===== src/rtl/line_sched_pkg.sv =====
// line_sched shared types: engine FSM states and the result word layout.
// Defaults for line length, kernel taps, FIFO depth and watchdog limit.
package line_sched_pkg;
  localparam int DEF_PIXELS = 144;
  localparam int DEF_GAUSS_TAPS = 8;
  localparam int DEF_RES_DEPTH = 4;
  localparam int DEF_TIMEOUT_CYCLES = 1024;

  typedef enum logic [1:0] {
    E_IDLE,
    E_START,
    E_WAIT,
    E_PUSH
  } eng_state_t;

  typedef struct packed {
    logic [7:0]  idx;
    logic [7:0]  maxpos;
    logic [15:0] maxval;
  } line_result_t;
endpackage


===== src/rtl/line_sched_res_fifo.sv =====
// Result FIFO with first-word-fall-through output.
// A push while full succeeds when a pop happens in the same cycle.
module res_fifo
  import line_sched_pkg::*;
#(
  parameter int DEPTH = DEF_RES_DEPTH
) (
  input  logic         clk,
  input  logic         reset,
  input  logic         push,
  input  line_result_t din,
  output logic         in_ready,
  output logic         out_valid,
  input  logic         out_ready,
  output line_result_t dout
);
  localparam int AW = $clog2(DEPTH);

  line_result_t mem [DEPTH];
  logic [AW-1:0] rd;
  logic [AW-1:0] wr;
  logic [AW:0]   cnt;
  logic          do_push;
  logic          do_pop;

  assign out_valid = cnt != '0;
  assign do_pop    = out_valid && out_ready;
  assign in_ready  = (cnt != (AW+1)'(DEPTH)) || do_pop;
  assign do_push   = push && in_ready;
  assign dout      = mem[rd];

  always_ff @(posedge clk) begin
    if (!reset) begin
      rd  <= '0;
      wr  <= '0;
      cnt <= '0;
      for (int i = 0; i < DEPTH; i++) mem[i] <= '0;
    end else begin
      if (do_push) begin
        mem[wr] <= din;
        wr      <= wr + 1'b1;
      end
      if (do_pop) rd <= rd + 1'b1;
      cnt <= cnt + (AW+1)'(do_push) - (AW+1)'(do_pop);
    end
  end
endmodule


===== src/rtl/line_sched.sv =====
// Ping-pong line buffer sequencer for the convmax engine.
// Define LINE_SCHED_TIMEOUT_EN to enable the E_WAIT watchdog.
module line_sched
  import line_sched_pkg::*;
#(
  parameter int PIXELS = DEF_PIXELS,
  parameter int GAUSS_TAPS = DEF_GAUSS_TAPS,
  parameter int RES_DEPTH = DEF_RES_DEPTH
`ifdef LINE_SCHED_TIMEOUT_EN
  ,
  parameter int TIMEOUT_CYCLES = DEF_TIMEOUT_CYCLES
`endif
) (
  input  logic                    clk,
  input  logic                    reset,
  input  logic                    load_valid,
  output logic                    load_ready,
  input  logic [7:0]              load_data,
  input  logic                    load_sof,
  input  logic                    load_last,
  input  logic                    gauss_we,
  input  logic [2:0]              gauss_addr,
  input  logic [7:0]              gauss_data,
  output logic [PIXELS*8-1:0]     eng_indata,
  output logic [GAUSS_TAPS*8-1:0] eng_gauss,
  output logic                    eng_start,
  input  logic                    eng_done,
  input  logic [15:0]             eng_maxval,
  input  logic [7:0]              eng_maxpos,
  output logic                    res_valid,
  input  logic                    res_ready,
  output logic [31:0]             res_data,
  output logic                    busy,
  output logic                    len_err,
  output logic                    cfg_err,
  output logic                    timeout
);
  localparam int WW = $clog2(PIXELS);

  logic [7:0]    buf_mem [2][PIXELS];
  logic [7:0]    gauss [GAUSS_TAPS];
  logic [7:0]    tag [2];
  logic [1:0]    full;
  logic [1:0]    full_nxt;
  logic [WW-1:0] wptr;
  logic          fsel;
  logic          esel;
  logic [7:0]    line_idx;
  eng_state_t    state;
  line_result_t  cap;
  line_result_t  res_dout;
  logic          push;
  logic          push_ok;
  logic          accept;
  logic          at_end;

  assign load_ready = reset && !full[fsel];
  assign accept     = load_valid && load_ready;
  assign at_end     = wptr == WW'(PIXELS-1);
  assign busy       = state != E_IDLE;
  assign push       = state == E_PUSH;
  assign res_data   = res_dout;

  always_comb begin
    eng_indata = '0;
    eng_gauss  = '0;
    for (int i = 0; i < PIXELS; i++) eng_indata[i*8 +: 8] = buf_mem[esel][i];
    for (int i = 0; i < GAUSS_TAPS; i++) eng_gauss[i*8 +: 8] = gauss[i];
  end

  // Release is applied before set so a refill of the released slot wins.
  always_comb begin
    full_nxt = full;
    if (push && push_ok) full_nxt[esel] = 1'b0;
    if (accept && at_end) full_nxt[fsel] = 1'b1;
  end

  always_ff @(posedge clk) begin
    if (!reset) full <= '0;
    else full <= full_nxt;
  end

  always_ff @(posedge clk) begin
    if (!reset) begin
      wptr     <= '0;
      fsel     <= 1'b0;
      line_idx <= '0;
      len_err  <= 1'b0;
      tag[0]   <= '0;
      tag[1]   <= '0;
      for (int b = 0; b < 2; b++)
        for (int i = 0; i < PIXELS; i++) buf_mem[b][i] <= '0;
    end else if (accept) begin
      buf_mem[fsel][wptr] <= load_data;
      if (load_last != at_end) len_err <= 1'b1;
      if (at_end) begin
        tag[fsel] <= load_sof ? 8'd0 : line_idx;
        line_idx  <= load_sof ? 8'd1 : line_idx + 8'd1;
        fsel      <= !fsel;
        wptr      <= '0;
      end else begin
        wptr <= wptr + 1'b1;
        if (load_sof) line_idx <= 8'd0;
      end
    end
  end

  always_ff @(posedge clk) begin
    if (!reset) begin
      cfg_err <= 1'b0;
      for (int i = 0; i < GAUSS_TAPS; i++) gauss[i] <= '0;
    end else if (gauss_we) begin
      if (busy) cfg_err <= 1'b1;
      else if (32'(gauss_addr) < GAUSS_TAPS) gauss[gauss_addr] <= gauss_data;
    end
  end

`ifdef LINE_SCHED_TIMEOUT_EN
  localparam int TW = $clog2(TIMEOUT_CYCLES) + 1;
  logic [TW-1:0] tcnt;
`else
  assign timeout = 1'b0;
`endif

  always_ff @(posedge clk) begin
    if (!reset) begin
      state     <= E_IDLE;
      esel      <= 1'b0;
      eng_start <= 1'b0;
      cap       <= '0;
`ifdef LINE_SCHED_TIMEOUT_EN
      tcnt      <= '0;
      timeout   <= 1'b0;
`endif
    end else begin
      eng_start <= 1'b0;
      unique case (state)
        E_IDLE: begin
          if (full[esel]) begin
            state     <= E_START;
            eng_start <= 1'b1;
          end
        end
        E_START: begin
          state <= E_WAIT;
`ifdef LINE_SCHED_TIMEOUT_EN
          tcnt  <= TW'(1);
`endif
        end
        E_WAIT: begin
          if (eng_done) begin
            cap.idx    <= tag[esel];
            cap.maxpos <= eng_maxpos;
            cap.maxval <= eng_maxval;
            state      <= E_PUSH;
          end
`ifdef LINE_SCHED_TIMEOUT_EN
          else if (tcnt == TW'(TIMEOUT_CYCLES-1)) begin
            timeout    <= 1'b1;
            cap.idx    <= tag[esel];
            cap.maxpos <= 8'hFF;
            cap.maxval <= 16'hFFFF;
            state      <= E_PUSH;
          end else begin
            tcnt <= tcnt + 1'b1;
          end
`endif
        end
        E_PUSH: begin
          if (push_ok) begin
            state <= E_IDLE;
            esel  <= !esel;
          end
        end
        default: state <= E_IDLE;
      endcase
    end
  end

  res_fifo #(.DEPTH(RES_DEPTH)) u_fifo (
    .clk       (clk),
    .reset     (reset),
    .push      (push),
    .din       (cap),
    .in_ready  (push_ok),
    .out_valid (res_valid),
    .out_ready (res_ready),
    .dout      (res_dout)
  );
endmodule

===== config.mk =====
export PLATFORM = sky130hd
export DESIGN_NAME = line_sched
export DESIGN_NICKNAME = d
export VERILOG_FILES = /design/src/rtl/line_sched_pkg.sv /design/src/rtl/line_sched_res_fifo.sv /design/src/rtl/line_sched.sv
export SDC_FILE = /design/constraint.sdc
export NUM_CORES = 2
export LEC_CHECK = 0
export BUFFER_PORTS_ARGS = -buffer_cell sky130_fd_sc_hd__buf_2
export CAP_MARGIN = 30
export CORE_MARGIN = 8
export CORE_UTILIZATION = 40
export DETAILED_ROUTE_END_ITERATION = 10
export GPL_TIMING_DRIVEN = 0
export PLACE_DENSITY = 0.6
export REMOVE_ABC_BUFFERS = 1
export SYNTH_ARGS = -nofsm -noshare
export SYNTH_HDL_FRONTEND = slang
export SYNTH_SLANG_ARGS = --single-unit

===== constraint.sdc =====
create_clock -name clk -period 9.21 [get_ports clk]
set_input_delay 0 -clock clk [delete_from_list [all_inputs] [get_ports clk]]
set_output_delay 0 -clock clk [all_outputs]
set_load 0.005 [all_outputs]

==> results_dict.tcl <==
set metrics [dict create \
    synth_top_cell_area_share_pct 72.61 \
    drc 0 \
    fin_cells 11827 \
    cp-start-kind "flop" \
    grt_usage_pct 26.17 \
    routed_via_density 5.431 \
    num_rows 187 \
    p_leak_nw 47.97 \
    grt_pass1_wl_mm 517.0 \
    hold_violations 0 \
    hold_class "primary input to flop" \
    status "completed" \
    post-route-min-period_ns 5.816 \
    syn_to_final_growth_pct 24.27 \
    chipWidth_um 525.6 \
    path_cells "mux2i_1 -> and3_2 -> and2_2 -> nand2_1 -> o211ai_1 -> nor3_2 -> buf_6 -> a21boi_4 -> buf_16 -> buf_12 -> buf_16 -> buf_16" \
    finClkSkew_ns 0.1098 \
    drive_gt1_share_pct 39.84 \
    path_class "flop to flop" \
    ys_async_sr_fraction_pct 0 \
    synth_warnings 0 \
    wirelength_mm 375.4 \
    reg2reg_from "fsel$_SDFFE_PN0P_" \
    antenna_left 0 \
    fin_nets 8260 \
    synth_top_cell_by_area "edfxtp_1" \
    slew_headroom_pct 30.31 \
    dieArea_um2 276300 \
    setup_viol 0 \
    ios 1306 \
    cts_tree "yes" \
    powerDensity_nw_per_um2 208.4 \
    yosysSeqAreaShare_pct 73.90 \
    cp-end-kind "flop" \
    slowest_stage "and2_2" \
    syn_area_per_cell_um2 15.93 \
    ctsHoldBuffers 125 \
    cts.sink_count 2579 \
    arrival_ns 6.52 \
    dp_cells 11171 \
    ir_drop_mv 0.1884 \
    cts.clk_slew.worst_paths_ns 0.06 \
    place_area_um2 118700 \
    cts_max_level 5 \
    first_global_vias 64922 \
    fmax_mhz 171.9 \
    first_pass_iters 6 \
    gr-usage-met1_pct 32.23 \
    gp_congestion 0.8644 \
    fill_cells 21824 \
    vias 64228 \
    initial_core_util_pct 40.11 \
    mostFrequentLayoutCells "2512 x edfxtp_1, 1437 x buf_2, 1154 x mux2_2" \
    worst-slew-pin-transition_ns 1.044 \
    path_max_fanout 32 \
    cts_buffers 296 \
    synth_edf_count 2512 \
    critPathBufInv 5 \
    cpMostUsedCell "buf_16" \
    ys_types 75 \
    final_area_um2 129100 \
    slowest_delay_ns 0.92 \
    cp.required_ns 9.91 \
    hp-start "gauss_data[1]" \
    cts_resized 0 \
    grtUsageMet3_pct 8.594 \
    tns_ns 0 \
    syn_inst 6521 \
    rrSetupSlack_ns 3.39 \
    die_h_um 525.6 \
    final_common_cell "edfxtp_1" \
    p_total_w 0.02690 \
    post_drt_wl_per_cell_um 31.74 \
    syn_area_um2 103900 \
    portBuffers 1304 \
    final_core_util_pct 49.84 \
    cp_top_family "simple AND/OR/NAND/NOR gates" \
    synthTopCellsByArea "edfxtp_1 73%, mux2_2 13%, nor2_1 3.0%" \
    maxCapViolCount 0 \
    report.final.slew_viol_count 0 \
    grt.overflow.total 0 \
    rsz0062_at_grt "false" \
    ys.flop_type "edfxtp_1" \
    synth_seq_cells 2579 \
    grt_max_degree 109 \
    period_share_pct 63.15 \
    drt_iter0_markers 6665 \
    root_buffer "clkbuf_16" \
    clock_latency_ns 0.96 \
    hpwl_mm 259.9 \
    grt_busiest_layer "met2" \
    cts_buffer_depth 4 \
    core_area_um2 259000 \
    grt_antenna_before_repair 28 \
    crit_start "fsel$_SDFFE_PN0P_" \
    grt.met2_usage_pct 42.19 \
    cts_setup_buffers 0 \
]
-- worst paths after layout --
check | depth (start not counted) | end
max | 12 | buf_mem[1][359]$_DFFE_PP_
min reg2reg | 2 | full[1]$_SDFF_PN0_
max reg2reg | 12 | buf_mem[1][359]$_DFFE_PP_
min | 3 | gauss[7][1]$_SDFFCE_PN0P_
-- Yosys cell counts, drive strengths merged, types with 3 or more instances --
| library cell | count |
|---|---|
| a211o | 3 |
| mux2i | 13 |
| clkbuf | 388 |
| nand2b | 45 |
| or2 | 3 |
| a22oi | 5 |
| buf | 58 |
| o21ai | 262 |
| nor2b | 14 |
| and2 | 451 |
| edfxtp | 2512 |
| nand4 | 7 |
| xor2 | 8 |
| nor3b | 5 |
| o211a | 9 |
| dfxtp | 67 |
| a21boi | 37 |
| nor4 | 4 |
| nand3 | 20 |
| ha | 10 |
| inv | 45 |
| o31ai | 5 |
| nand3b | 3 |
| and3b | 3 |
| o22ai | 3 |
| nor4b | 6 |
| mux2 | 1154 |
| a21oi | 15 |
| a2111oi | 3 |
| nor2 | 831 |
| xnor2 | 10 |
| nor3 | 40 |
| nand2 | 279 |
| and3 | 139 |
| mux4 | 32 |
-- power by group --
part	leakage, nW	internal (W)	switching [W]
clock	4.43	0.00652	0.00468
sequential	25.5	0.0135	0.000177
combinational	18.0	0.000752	0.00125
-- registers in the layout (all words and copies together), names as in the netlist, 3 cells and up, named ones only --
name	count
u_fifo.mem	128
line_idx	8
tag	16
wptr	8
gauss	64
cap	32
u_fifo.cnt	3
buf_mem	2304
-- routing by layer --
layer / wire length [um] / share of wire (%) / vias to the layer above
met1: 142500 / 38 / 33066
met4: 20010 / 5.3 / 0
met2: 175500 / 47 / 3081
met3: 37460 / 10 / 631
met5: 0 / 0 / -
li1: - / - / 27450
-- worst min-delay path: stages --
cell           delay (ns)
dlygate4sd3_1        0.53
buf_2                0.25
and2_1               0.16
-- per-stage QoR --
stage | setup slack (ns) | hold slack [ns]
6_report | 3.394 | 0.1079
2_1_floorplan | -19.33 | 0.1103
3_5_place_dp | 3.237 | 0.2647
3_3_place_gp | -36.48 | 0.2642
5_1_grt | 3.191 | 0.03963
4_1_cts | 3.197 | 0.008318
-- area by class of cell --
class	instances	area [um^2]	share of cell area (%)
clock buffers	371	7821	6.058
multi-input cells	3451	25570	19.81
repair buffers	1825	13210	10.23
inverters	45	176.4	0.1367
clock inverters	141	1254	0.9711
flip-flops and latches	2579	76780	59.48
diodes	13	32.53	0.02520
well taps	3402	4257	3.297
-- kinds of logic after synthesis --
family                   Yosys count  share of synthesized area (%)
AO/OA/AOI/OAI                    362                          2.032
XOR/XNOR                          18                         0.1518
adder cells (fa/ha/maj)           11                         0.1397
buffers and inverters            491                          1.827
flip-flops                      2579                          73.90
multiplexers                    1199                          13.33
other                              1                       0.003610
AND/OR/NAND/NOR                 1860                          8.615
(Power assumes the default switching activity.)
